File: src/rtl/cpu_int_sched.sv
// Hardware interrupt front end: synchronises NMI/IRQ, arbitrates priority, supplies vectors, owns WAI/STP.
// Latency: sources enter after SYNC_STAGES flops, NMI pending one cycle later, take_int one cycle after the decision.
// Backpressure: none; requests stay pending until the CPU reads the vector. Optional ABORT input: CPU_INT_ABORT_EN.
module cpu_int_sched #(
  parameter int SYNC_STAGES = 2
) (
  input  logic        clk,
  input  logic        reset_n,
  input  logic        nmi_n,
  input  logic        irq_n,
  input  logic        p_i,
  input  logic        e_mode,
  input  logic        boundary,
  input  logic        vec_fetch,
  input  logic        int_done,
  input  logic        sw_cop,
  input  logic        wai,
  input  logic        stp,
`ifdef CPU_INT_ABORT_EN
  input  logic        abort_n,
`endif
  output logic        take_int,
  output logic [1:0]  int_kind,
  output logic [15:0] vector_addr,
  output logic        halted,
  output logic        wake
);

  localparam logic [1:0] K_RESET = 2'd0;
  localparam logic [1:0] K_NMI   = 2'd1;
  localparam logic [1:0] K_IRQ   = 2'd2;
  localparam logic [1:0] K_ABORT = 2'd3;

  typedef enum logic [1:0] {S_IDLE, S_TAKEN, S_WAIT, S_STOP} state_t;

  // Source bus: bit 0 IRQ (level), bit 1 NMI (edge), bit 2 ABORT (edge, optional).
`ifdef CPU_INT_ABORT_EN
  localparam int NSRC = 3;
`else
  localparam int NSRC = 2;
`endif

  logic [NSRC-1:0] src_n;
  logic [NSRC-1:0] src_s;
  logic [NSRC-1:1] edge_prev_q;
  logic [NSRC-1:1] src_fall;

`ifdef CPU_INT_ABORT_EN
  assign src_n = {abort_n, nmi_n, irq_n};
`else
  assign src_n = {nmi_n, irq_n};
`endif

  generate
    if (SYNC_STAGES == 0) begin : g_nosync
      assign src_s = src_n;
    end else begin : g_sync
      logic [NSRC-1:0] sync_q [SYNC_STAGES];
      // Metastability chain; idles high so reset never looks like a falling edge.
      always_ff @(posedge clk or negedge reset_n) begin
        if (!reset_n) begin
          for (int i = 0; i < SYNC_STAGES; i++) sync_q[i] <= '1;
        end else begin
          sync_q[0] <= src_n;
          for (int i = 1; i < SYNC_STAGES; i++) sync_q[i] <= sync_q[i-1];
        end
      end
      assign src_s = sync_q[SYNC_STAGES-1];
    end
  endgenerate

  // Previous synchronised level of the edge-triggered sources.
  always_ff @(posedge clk or negedge reset_n) begin
    if (!reset_n) edge_prev_q <= '1;
    else          edge_prev_q <= src_s[NSRC-1:1];
  end

  assign src_fall = edge_prev_q & ~src_s[NSRC-1:1];

  state_t     state_q, state_d;
  logic [1:0] kind_q, kind_d;
  logic       reset_pend_q, reset_pend_d;
  logic       nmi_pend_q, nmi_pend_d;
  logic       abort_pend;
  logic       taken_clr;
  logic       irq_act;
  logic       req;
  logic [1:0] win_kind;

  // The vector read retires the pending flag of the kind being serviced.
  assign taken_clr    = (state_q == S_TAKEN) & vec_fetch;
  assign reset_pend_d = reset_pend_q & ~(taken_clr & (kind_q == K_RESET));
  // A new edge wins over a same-cycle clear so it is never lost.
  assign nmi_pend_d   = src_fall[1] | (nmi_pend_q & ~(taken_clr & (kind_q == K_NMI)));

`ifdef CPU_INT_ABORT_EN
  logic abort_pend_q, abort_pend_d;
  assign abort_pend_d = src_fall[2] | (abort_pend_q & ~(taken_clr & (kind_q == K_ABORT)));
  // Pending ABORT flag.
  always_ff @(posedge clk or negedge reset_n) begin
    if (!reset_n) abort_pend_q <= 1'b0;
    else          abort_pend_q <= abort_pend_d;
  end
  assign abort_pend = abort_pend_q;
`else
  assign abort_pend = 1'b0;
`endif

  assign irq_act  = ~src_s[0] & ~p_i;
  assign req      = reset_pend_q | abort_pend | nmi_pend_q | irq_act;
  assign win_kind = reset_pend_q ? K_RESET :
                    abort_pend   ? K_ABORT :
                    nmi_pend_q   ? K_NMI   : K_IRQ;

  // State, latched kind and pending flags.
  always_ff @(posedge clk or negedge reset_n) begin
    if (!reset_n) begin
      state_q      <= S_IDLE;
      kind_q       <= K_RESET;
      reset_pend_q <= 1'b1;
      nmi_pend_q   <= 1'b0;
    end else begin
      state_q      <= state_d;
      kind_q       <= kind_d;
      reset_pend_q <= reset_pend_d;
      nmi_pend_q   <= nmi_pend_d;
    end
  end

  // Next-state, halt gate and wake pulse; WAI/STP beat a same-cycle boundary.
  always_comb begin
    state_d = state_q;
    kind_d  = kind_q;
    halted  = 1'b0;
    wake    = 1'b0;
    case (state_q)
      S_IDLE: begin
        if (stp) begin
          state_d = S_STOP;
        end else if (wai) begin
          state_d = S_WAIT;
        end else if (reset_pend_q | (boundary & req)) begin
          state_d = S_TAKEN;
          kind_d  = win_kind;
        end
      end
      S_TAKEN: begin
        if (int_done) state_d = S_IDLE;
      end
      S_WAIT: begin
        // Wake ignores P[I]: a masked IRQ just resumes execution.
        if (nmi_pend_q | ~src_s[0]) begin
          wake    = 1'b1;
          state_d = S_IDLE;
        end else begin
          halted  = 1'b1;
        end
      end
      default: begin
        halted = 1'b1;
      end
    endcase
  end

  assign take_int = (state_q == S_TAKEN);
  assign int_kind = kind_q;

  // Vector: hardware kind while taking an interrupt, otherwise the BRK/COP vector.
  always_comb begin
    vector_addr = 16'hFFFC;
    if (state_q == S_TAKEN) begin
      case (kind_q)
        K_RESET: vector_addr = 16'hFFFC;
        K_NMI:   vector_addr = e_mode ? 16'hFFFA : 16'hFFEA;
        K_IRQ:   vector_addr = e_mode ? 16'hFFFE : 16'hFFEE;
        default: vector_addr = e_mode ? 16'hFFF8 : 16'hFFE8;
      endcase
    end else if (sw_cop) begin
      vector_addr = e_mode ? 16'hFFF4 : 16'hFFE4;
    end else begin
      vector_addr = e_mode ? 16'hFFFE : 16'hFFE6;
    end
  end

endmodule
File: config.mk
export PLATFORM = sky130hd
export DESIGN_NAME = cpu_int_sched
export DESIGN_NICKNAME = d
export VERILOG_FILES = /design/src/rtl/cpu_int_sched.sv
export SDC_FILE = /design/constraint.sdc
export NUM_CORES = 1
export LEC_CHECK = 0
export ABC_CLOCK_PERIOD_IN_PS = 1300
export CELL_PAD_IN_SITES_DETAIL_PLACEMENT = 1
export CELL_PAD_IN_SITES_GLOBAL_PLACEMENT = 2
export CORE_ASPECT_RATIO = 1.4
export CORE_UTILIZATION = 31
export DETAILED_ROUTE_END_ITERATION = 6
export DONT_BUFFER_PORTS = 1
export GPL_TIMING_DRIVEN = 0
export HOLD_SLACK_MARGIN = 0.12
export PLACE_DENSITY = 0.72
export SETUP_SLACK_MARGIN = 0.15
export SLEW_MARGIN = 30
export SYNTH_ARGS = -nofsm -noshare
export SYNTH_HDL_FRONTEND = slang
export SYNTH_SLANG_ARGS = --single-unit
export TNS_END_PERCENT = 20
File: constraint.sdc
create_clock -name clk -period 1.3 [get_ports clk]
set_input_delay 0.065 -clock clk [delete_from_list [all_inputs] [get_ports clk]]
set_output_delay 0.065 -clock clk [all_outputs]
set_load 0.01 [all_outputs]
-- Word-level counts from Yosys, hierarchy flattened
Index checks and enable logic that the tools add are counted.
Widths: inputs -> output; s select.
- $add $sub $neg: 0
- multiply operators: 0
- div/mod/pow operators: 0
- order comparisons: 0
- equal/unequal tests: 7
- shifts and indexed selects: 0
- multiplexer cells: 20
- bitwise logic cells: 20
- reduce and logical (&&, ||, !) cells: 6
- operator list (cell ; count):
    $pmux 16 s3 ; 1
    $mux 5 ; 6
    $mux 16 ; 1
    $mux 2 ; 7
    $and 1x1->1 ; 8
    $reduce_and 4->1 ; 2
    $not 1->1 ; 7
    $pmux 2 s3 ; 1
    $or 1x1->1 ; 5
    $eq 2x1->1 const B ; 2
    $eq 2x2->1 const B ; 2
    $logic_not 2->1 ; 2
    $ne 2x2->1 const B ; 2
    $ne 4x4->1 const B ; 1
    $mux 1 ; 3
    $reduce_bool 3->1 ; 1
    $pmux 1 s2 ; 1
    $reduce_or 2->1 ; 1
- bits in registers: 11
- latch bits: 0
- bits in writable memories: 0
- ROM bits: 0
- bits of input ports: 12
- word-level logic and storage cells: 60
- memories kept: 0

-- Longest topological paths before layout
Gate-level depths: netlist of run 1.
- depth after elaboration: 9
- mapped depth: 6

-- Least setup slack after synthesis of run 1
OpenSTA, ideal clock, no wires.
- path kind: flip-flop to flip-flop
- start point: register state_q[1]
- end point: register state_q[0]
- library setup time: 0.125 ns
- arrival time: 1.420 ns
- required time: 1.175 ns
- path slack: -0.246 ns
- stages on the path, launching flop included: 7
- path buffers: 0
- period minus slack after synthesis: 1.546 ns
- cell sequence: dfrtp_1 -> inv_1 -> ha_1 -> inv_2 -> o211ai_1 -> a31oi_2 -> mux2_4
- word-level cells in the longest chain between the ends: 3
- elaborated cells on any way between the ends: 9
- RTL lines (what ; line ; source):
    start, declared ; 80 ; state_t state_q, state_d;
    start signal, assigned ; 123 ; state_q <= state_d;
    $eq 2x1->1 * ; n/a ;
    via take_int ; 22 ; output logic take_int,
    $ne 2x2->1 (no line) or $reduce_bool 3->1 (tied branches) ; n/a ;
    $reduce_and 4->1 (no line) ; n/a ;
The timed path passes the listed nets; every way through them passes the cells marked *.
A chain may end at the register's enable or synchronous reset.

-- Worst setup path after layout of run 1
Ends and elaborated chain as after synthesis.

==> metrics, run 1 <==
status finished, violations left; violated checks setup timing; largest area contributor in the netlist dfstp_2; CTS H-Tree Depth 1; Synth area leaders dfstp_2, dfrtp_1, ha_1; Avg Inst Size Synth 10.37 um^2; Clock power frac 12.3%; Yosys reg bits 11; Vias/cell 4.675; Tcrit/Tclk final 124.5%; die area about 2500 um^2; CTS tree yes; 1st-iter DRT viols 9; Hold Violations, Final 0; Chip Width 42.89 um; fin nets roughly 120; Int Pwr 1181 uW; CTS Buf Count 3; Core Footprint 2202 um^2; crit end category flop; Port Buffers 0; combinational power share 57.9%; area grow syn2layout 47.76%; Worst-path clk slew 80 ps; synth warn 0; Clock Skew 12.11 ps; Tmin final 1619 ps; vias post-DR 561; DRT antenna net count 0; DRC Markers 0; DP Area 805.8 um^2; initial antenna violation count 0; DIE HEIGHT between 50 and 60 um; CP startpoint kind flop; final core occ 48.69%; Worst Slack Setup Final -318.8 ps; first-pass GRT wire length 2532 um; most common library cell in the layout ignoring fill and taps buf_4; GRT overflow 0; Setup Crit Path Kind flop to flop; pin count of the biggest net entering global routing 12; mapped cell area 725.7 um^2; P per Cell Area 1915 nW/um^2; Seq pwr share 29.8%; number of global-route vias before repair 541; RSZ-0062 raised after global routing yes; layout cells sized above 1 58.16%; worst skew pair latency 290 ps; initial core utilization 32.95%; post-synth cell types 24; Worst Path Required 1480 ps; Setup-failing EPs final 9; post-detail-place hpwl roughly 1100 um; switch share around 42%; top cell type's share of synthesized area between 20% and 30%; worst path arrival time around 1800 ps; I/O pins 33; GPL Wtd Cong roughly 0.74; Sw Pwr 871.9 uW; drt wl/cell 14.08 um; clk sink count 11; max cap viols 0; GRT Util Overall between 10 and 15%; crit path max fanout 7; Antenna Cells 0; First-pass DRT Iterations 4; post-synthesis sequential area ratio 38.97%; min-delay worst type input port to flop; WL final 1690 um; Leak 0.0004791 uW; Max Slew Vio Count 0; commonest non-fill, non-tap cells in the layout buf_4, conb_1, dlygate4sd3_1, inv_1, dfstp_2; Cells after Synth 70; fmax 617.7 MHz; post-route cell area 1072 um^2; CTS Buffer Depth 2; root cell of the clock tree clkbuf_4; row count 20; VDD IR max approximately 710 uV
-- critical path, cell delays in order, from the launching register on --
cell      delay, ps
dfrtp_2         460
inv_2            90
ha_4            200
inv_4            60
o211ai_1        290
a31oi_2          90
mux2_4          310
-- layout make-up --
type / count / area, um^2
well taps: 22 / 27.53
repair buffers: 14 / 130.1
multi-input cells: 46 / 466.7
clock buffers: 4 / 26.28
plain buffers: 12 / 90.09
fillers: 258 / 1130
inverters: 11 / 43.79
flip-flops and latches: 11 / 287.8
-- Yosys cell counts --
| cell type | instances |
|---|---|
| buf_4 | 12 |
| inv_1 | 10 |
| ha_1 | 8 |
| dfstp_2 | 6 |
| dfrtp_1 | 5 |
| nand2_1 | 4 |
| o21ai_0 | 4 |
| o41ai_1 | 3 |
| conb_1 | 2 |
| nand3b_1 | 2 |
| a21boi_1 | 1 |
| a21oi_1 | 1 |
| a21oi_4 | 1 |
| a31oi_1 | 1 |
| a31oi_2 | 1 |
| and3_1 | 1 |
| inv_2 | 1 |
| mux2_4 | 1 |
| nor2_4 | 1 |
| o211ai_1 | 1 |
| o21bai_4 | 1 |
| o22ai_1 | 1 |
| o32ai_1 | 1 |
| or3_1 | 1 |
-- power by group through the flow --
stage               sequential, uW  combinational (uW)  clock, uW
floorplan                      537                 624          0
global placement               566                 727          0
detailed placement             571                 744          0
CTS                            597                 974        235
global route                   631                1310        275
finish                         612                1190        253
-- flip-flops by register name (all words and copies together), names as in the netlist --
name           count
edge_prev_q        1
nmi_pend_q         1
int_kind           2
src_s              2
reset_pend_q       1
state_q            2
g_sync.sync_q      2
-- per-stage QoR --
| step | std cells | hold WS (ps) | TNS [ps] | total power [uW] | setup slack, ps |
|---|---|---|---|---|---|
| final | 120 | 93.63 | -1110 | 2053 | -318.8 |
| after detailed placement | 102 | -230.4 | -681.1 | 1315 | -365.9 |
| after global placement | 102 | -230.4 | -558.7 | 1294 | -327.3 |
| after CTS | 119 | 122.3 | -936.3 | 1807 | -290.2 |
| after floorplan | 80 | -230.6 | -164.3 | 1161 | -164.3 |
| after global routing | 120 | 133.0 | -1752 | 2214 | -411.4 |
-- path summary, 6_finish.rpt --
check / start / endpoint / slack [ps] / cells after the start
worst max-delay path: state_q[1]$_DFFE_PN0P_ / state_q[0]$_DFFE_PN0P_ / -320 / 6
worst max register to register: state_q[1]$_DFFE_PN0P_ / state_q[0]$_DFFE_PN0P_ / -320 / 6
max in group asynchronous: reset_n / g_sync.sync_q[2]$_DFF_PN1_ / 770 / 1
worst min-delay path: stp / state_q[0]$_DFFE_PN0P_ / 90 / 3
min in group asynchronous: reset_n / int_kind[1]$_DFFE_PN0P_ / 170 / 1
worst min register to register: g_sync.sync_q[2]$_DFF_PN1_ / src_s[0]$_DFF_PN1_ / 360 / 0
-- what timing repair did --
action	in CTS	in global routing
setup buffers	6	1
cloned	0	0
pin swaps	5	5
setup endpoints to repair	11	11
hold buffers	7	0
resized for setup	20	14
hold endpoints to repair	19	0
-- routing by layer --
| metal | track usage (%) | vias to the layer above | routed length, um |
|---|---|---|---|
| li1 | - | 267 | - |
| met1 | 14.61 | 273 | 562 |
| met2 | 26.19 | 19 | 1005 |
| met3 | 2.439 | 2 | 85 |
| met4 | 8.036 | 0 | 36 |
| met5 | 0 | - | 0 |
-- cell families after synthesis --
family / synth area share [%]
buffers and inverters: 18.10
adders and majority gates: 13.79
and+or+nand+nor: 7.414
DFF: 38.97
other: 1.035
muxes: 2.068
AOI/OAI and AO/OA: 18.62
Power figures use the tool's default switching activity.
==> inputs of run 2 (changes only) <==
ABC_AREA = 1   (was unset)
CORE_UTILIZATION = 29   (was 31)
SLEW_MARGIN = 20   (was 30)
==> run 2 against run 1 <==
Net effect: the flow still finishes with violations (setup timing); wire length down 6.8%; largest power group unchanged; die area is 7.1% higher; global-route usage is 1.1 points lower; clock-buffer cell count shrank 1; register-to-register slack better by 310 ps; synthesized area is 0.52% higher; largest cell class unchanged; non-clock buffer count down 5; first-iteration DRC count decreased by 78%; design area fell by 6.3%; flip-flop and latch count unchanged; cell count is 22% higher; core utilization decreased by 6.7 points.
==> metrics, run 2 <==
status finished, violations left (unchanged); violated checks setup timing (unchanged); vias post-DR 591 (was 561); Avg Inst Size Synth 8.196 um^2 (was 10.37 um^2); relative slew slack between 60 and 70%; largest area contributor in the netlist dfstp_2 (unchanged); area grow syn2layout 37.74% (was 47.76%); root cell of the clock tree clkbuf_4 (unchanged); row count 21 (was 20); Clock Skew 1.039 ps (was 12.11 ps); clk sink count 11 (unchanged); GRT overflow 0 (unchanged); CP startpoint kind flop (unchanged); crit end category output port (was flop); fillers 289 (was 258); initial antenna violation count 0 (unchanged); DP Area 842.1 um^2 (was 805.8 um^2); Tcrit/Tclk final 105.0% (was 124.5%); WL final 1575 um (was 1690 um); number of global-route vias before repair 590 (was 541); Vias/cell 4.048 (was 4.675); max cap viols 0 (unchanged); Worst Path Required 1240 ps (was 1480 ps); DRT antenna net count 0 (unchanged); post-route cell area 1005 um^2 (was 1072 um^2); fraction of registers with async set/reset 100.0% (unchanged); CTS H-Tree Depth 1 (unchanged); fmax 732.3 MHz (was 617.7 MHz); Cells after Synth 89 (was 70); cell depth of the worst flop-to-flop path 8 (was 6); setup TNS -180.5 ps (was -1110 ps); VDD IR max 779.3 uV (was 713.8 uV); Setup-failing EPs final 5 (was 9); leading register cell type out of synthesis dfstp_2 (unchanged); post-synth cell types 19 (was 24); synth warn 0 (unchanged); worst path arrival time 1300 ps (was 1800 ps); post-synthesis sequential area ratio 38.77% (was 38.97%); pin count of the biggest net entering global routing 12 (unchanged); RSZ-0062 raised after global routing yes (unchanged); I/O pins 33 (unchanged); Tmin final 1366 ps (was 1619 ps); Core Footprint 2391 um^2 (was 2202 um^2); first-pass GRT wire length 2421 um (was 2532 um); First-pass DRT Iterations 2 (was 4); storage element area 286.5 um^2 (was 287.8 um^2); Worst-path clk slew 70 ps (was 80 ps); mapped cell area 729.5 um^2 (was 725.7 um^2); Worst-Margin Slew 517.9 ps; Leak 0.0004960 uW (was 0.0004791 uW); Yosys reg bits 11 (unchanged); Port Buffers 0 (unchanged); worst skew pair latency 280 ps (was 290 ps); CTS tree yes (unchanged); DIE HEIGHT 61.34 um (was 59.25 um); R2R Setup Slk -10 ps (was -320 ps); Chip Width 44.39 um (was 42.89 um); Hold Violations, Final 0 (unchanged); GPL Wtd Cong 0.7727 (was 0.7423); die area 2723 um^2 (was 2541 um^2); most common library cell in the layout ignoring fill and taps buf_4 (unchanged); hold path cells 4 (was 3); Post-synth EDFFs 0 (unchanged); 1st-iter DRT viols 2 (was 9); P per Cell Area 1702 nW/um^2 (was 1915 nW/um^2); crit path max fanout 4 (was 7); CTS Buffer Depth 2 (unchanged); commonest non-fill, non-tap cells in the layout buf_4, nand2_1, conb_1, inv_1 (was buf_4, conb_1, dlygate4sd3_1, inv_1, dfstp_2); CTS Buf Count 3 (unchanged); fin nets 133 (was 119); drt wl/cell 10.79 um (was 14.08 um); post-detail-place hpwl 1167 um (was 1103 um); DRC Markers 0 (unchanged); Setup Crit Path Kind flop to output port (was flop to flop); layout cells sized above 1 44.64% (was 58.16%); area of the multi-input gates 419.2 um^2 (was 466.7 um^2); Post-synth top cells inv_1, nand2_1, buf_4 (was buf_4, inv_1, ha_1); worst hold endpoint state_q[1]$_DFFE_PN0P_ (was state_q[0]$_DFFE_PN0P_); top cell type's share of synthesized area 21.61% (was 21.72%); Worst R2R End state_q[0]$_DFFE_PN0P_ (unchanged); Worst Slack Setup Final -65.61 ps (was -318.8 ps); R2R Path Start state_q[1]$_DFFE_PN0P_ (unchanged); Max Slew Vio Count 0 (unchanged); min-delay worst type input port to flop (unchanged); initial core utilization 30.51% (was 32.95%); min-delay src int_done (was stp); Synth area leaders dfstp_2, dfrtp_1, ha_1 (unchanged); Antenna Cells 0 (unchanged); GRT Util Overall 12.99% (was 14.12%)
[run 2: kinds of logic (layout without fill, tap and decap cells)]
kind of cell | Yosys count | in the layout | synth area share, %
AO/OA/AOI/OAI | 8 | 8 | 6.003
AND/OR/NAND/NOR | 33 | 33 | 20.41
other | 2 | 12 | 1.030
flip-flops | 11 | 11 | 38.76
adder cells (fa/ha/maj) | 8 | 8 | 13.72
buffers and inverters | 27 | 40 | 20.07
[run 2: through the flow]
step	worst slack [ps]	instances	total power (uW)	util (%)	hold slack [ps]
floorplan	130.4	99	1110	-	-230.6
global placement	11.17	133	1228	35.22	-230.3
detailed placement	-9.670	133	1265	35.22	-230.3
CTS	-89.36	146	1683	40.97	149.4
global route	-146.2	146	1870	42.02	162.5
finish	-65.61	146	1710	42.02	153.8
[run 2: worst max-delay path by stage]
stage | slack [ps] | endpoint | cells past startpoint | from
3_5_place_dp | -10 | state_q[1]$_DFFE_PN0P_ | 7 | state_q[1]$_DFFE_PN0P_
2_1_floorplan | 130 | state_q[0]$_DFFE_PN0P_ | 8 | state_q[0]$_DFFE_PN0P_
4_1_cts | -90 | vector_addr[2] | 4 | state_q[1]$_DFFE_PN0P_
6_report | -70 | vector_addr[2] | 5 | int_kind[0]$_DFFE_PN0P_
5_1_grt | -150 | vector_addr[4] | 6 | int_kind[0]$_DFFE_PN0P_
3_3_place_gp | 10 | state_q[1]$_DFFE_PN0P_ | 8 | state_q[0]$_DFFE_PN0P_
[run 2: final cells by class]
type	count	share of cell area, %
timing repair buffer	9	8.219
clock buffer	3	2.242
buffer	12	8.966
inverter	15	5.604
sequential	11	28.52
multi-input combinational	61	41.72
clock inverter	1	0.4981
tap	34	4.234
[run 2: layer usage]
layer	track usage, %	part of all wire (%)	up-vias	wire (um)
li1	-	-	293	-
met1	13.30	35	276	553
met2	23.53	57	17	899
met3	3.226	5.4	5	85
met4	7.792	2.3	0	36
met5	0	0	-	0
[run 2: critical path: stages, from the launching register on]
cell	delay, ps
dfrtp_2	430
inv_2	60
ha_2	180
inv_2	60
nand2_4	50
or2_4	240
[run 2: timing repair]
item	in CTS	in global routing
setup buffers	3	0
cloned	0	0
endpoints found under the hold margin	19	0
pin swaps	5	1
hold buffers	6	0
resized for setup	16	6
setup endpoints to repair	11	11
[run 2: power breakdown]
group	switching [uW]	leakage (uW)	internal, uW
logic	525	0.000360	404
registers	101	0.000118	435
clock network	130	0.0000177	114
==> inputs of run 3 (changes only) <==
CELL_PAD_IN_SITES_GLOBAL_PLACEMENT = 1   (was 2)
CORE_UTILIZATION = 37   (was 29)
GPL_TIMING_DRIVEN = unset   (was 0)
PLACE_DENSITY = 0.71   (was 0.72)
SKIP_LAST_GASP = 1   (was unset)
==> run 3 against run 2 <==
Net effect: the flow still finishes with violations (setup timing); critical path depth is the same; setup slack improved by 7.8 ps; clock power fell by 2%; non-clock buffer count fell by 10; clock-buffer cell count unchanged; via count down 8.0%.
==> metrics, run 3 (same netlist as run 2, synthesis figures left out) <==
status finished, violations left (unchanged); violated checks setup timing (unchanged); Seq pwr share 31.2% (was 31.4%); CTS Buf Count 3 (unchanged); I/O pins 33 (unchanged); layout cells sized above 1 37.25% (was 44.64%); initial core utilization 40.49% (was 30.51%); worst skew pair latency 270 ps (was 280 ps); Antenna Cells 0 (unchanged); Worst Path Required 1240 ps (about the same); Int Pwr 958.6 uW (was 954.0 uW); row count 18 (was 21); most common library cell in the layout ignoring fill and taps nand2_1 (was buf_4); worst hold endpoint state_q[1]$_DFFE_PN0P_ (unchanged); CP startpoint kind flop (unchanged); min-delay src int_done (unchanged); Sw Pwr 760.7 uW (was 756.3 uW); area of the multi-input gates 414.1 um^2 (was 419.2 um^2); GRT overflow 0 (unchanged); setup TNS -259.2 ps (was -180.5 ps); final core occ 50.49% (was 42.02%); fmax 736.5 MHz (was 732.3 MHz); combinational power share 54.9% (was 54.3%); vias post-DR 544 (was 591); Worst R2R End state_q[1]$_DFFE_PN0P_ (was state_q[0]$_DFFE_PN0P_); post-detail-place hpwl 1169 um (was 1167 um); commonest non-fill, non-tap cells in the layout nand2_1, conb_1, inv_1, dfstp_2, dlygate4sd3_1 (was buf_4, nand2_1, conb_1, inv_1); final hold slack 134.9 ps (was 153.8 ps); Hold Violations, Final 0 (unchanged); Tmin final 1358 ps (was 1366 ps); fin nets 123 (was 133); Clock Skew 5.509 ps (was 1.039 ps); Vias/cell 4.459 (was 4.048); VDD IR max 812.0 uV (was 779.3 uV); First-pass DRT Iterations 2 (unchanged); WL final 1497 um (was 1575 um); Worst Slack Setup Final -57.85 ps (was -65.61 ps); crit path max fanout 4 (unchanged); pin count of the biggest net entering global routing 12 (unchanged); hold path cells 4 (unchanged); P per Cell Area 1890 nW/um^2 (was 1702 nW/um^2); CTS tree yes (unchanged); Chip Width 39.53 um (was 44.39 um); DRT antenna net count 0 (unchanged); Clock power frac 13.9% (was 14.3%); initial antenna violation count 0 (unchanged); Leak 0.0004500 uW (was 0.0004960 uW); crit end category output port (unchanged); Port Buffers 0 (unchanged); Setup Crit Path Kind flop to output port (unchanged); cell depth of the worst flop-to-flop path 8 (unchanged); DIE HEIGHT 54.54 um (was 61.34 um); clk sink count 11 (unchanged); root cell of the clock tree clkbuf_4 (unchanged); final non-filler cell total 122 (was 146); GRT Util Overall 15.58% (was 12.99%); Tcrit/Tclk final 104.5% (was 105.0%); CTS Buffer Depth 2 (unchanged); number of global-route vias before repair 569 (was 590); max cap viols 0 (unchanged); storage element area 286.5 um^2 (unchanged); worst setup path startpoint int_kind[0]$_DFFE_PN0P_ (unchanged); drt wl/cell 12.27 um (was 10.79 um); DRC Markers 0 (unchanged); fillers 226 (was 289); first-pass GRT wire length 2194 um (was 2421 um); 1st-iter DRT viols 1 (was 2); die area 2156 um^2 (was 2723 um^2); GPL Wtd Cong 0.7493 (was 0.7727); Core Footprint 1802 um^2 (was 2391 um^2); switch share 44.25% (was 44.22%); RSZ-0062 raised after global routing yes (unchanged); CTS H-Tree Depth 1 (unchanged); area grow syn2layout 24.70% (was 37.74%); Worst-path clk slew 70 ps (about the same); R2R Setup Slk -40 ps (was -10 ps); Max Slew Vio Count 0 (unchanged); worst path arrival time 1290 ps (was 1300 ps); Setup-failing EPs final 6 (was 5); Inst Count DP 108 (was 133); min-delay worst type input port to flop (unchanged); R2R Path Start state_q[0]$_DFFE_PN0P_ (was state_q[1]$_DFFE_PN0P_)
[run 3: changes by cell type in the layout (fill, tap and decap cells not counted), sizes merged]
| cell | delta |
|---|---|
| buf | -10 |
[run 3: metrics by stage]
| stage | area (um^2) | worst slack (ps) | power, uW |
|---|---|---|---|
| floorplan | 799.5 | 130.4 | 1110 |
| global placement | 742.0 | 34.32 | 1225 |
| detailed placement | 742.0 | -17.78 | 1267 |
| CTS | 909.6 | -84.91 | 1735 |
| global route | 909.6 | -141.9 | 1878 |
| finish | 909.6 | -57.85 | 1719 |
[run 3: worst max-delay path, stage by stage, from the launching register on]
cell and delay (ps):
dfrtp_2 450, inv_4 70, ha_4 160, inv_2 40, nand2_2 50, or2_4 260
[run 3: what timing repair did]
action                                  CTS  global route
endpoints found under the hold margin    19             0
hold buffers                              6             0
pin swaps                                 1             0
gates cloned                              0             0
endpoints found under the setup margin   10            11
gates resized for setup                  18             1
buffers inserted                          4             0
[run 3: layout make-up]
type / count / area share [%]
clock buffer: 3 / 2.476
clock inverter: 1 / 0.5502
tap: 20 / 2.751
timing repair buffer: 11 / 10.73
sequential: 11 / 31.50
inverter: 15 / 6.465
multi-input combinational: 61 / 45.53
[run 3: per-layer routing]
metal	track usage [%]	part of all wire, %	vias up
li1	-	-	271
met3	1.220	3.1	2
met2	28.96	57	17
met4	12.07	1.3	0
met1	14.91	39	254
met5	0	0	-
[run 3: worst max-delay path by stage]
stage,endpoint,slack [ps],cells after the start
5_1_grt,vector_addr[4],-140,4
3_3_place_gp,state_q[1]$_DFFE_PN0P_,30,7
6_report,vector_addr[2],-60,5
3_5_place_dp,state_q[0]$_DFFE_PN0P_,-20,7
4_1_cts,wake,-80,4
2_1_floorplan,state_q[0]$_DFFE_PN0P_,130,8
[run 3: power groups by stage]
stage / Clock [uW] / Combinational [uW] / Sequential [uW]
floorplan: 0 / 598 / 512
finish: 239 / 943 / 537
CTS: 251 / 946 / 538
detailed placement: 0 / 731 / 536
global route: 268 / 1060 / 549
global placement: 0 / 698 / 527
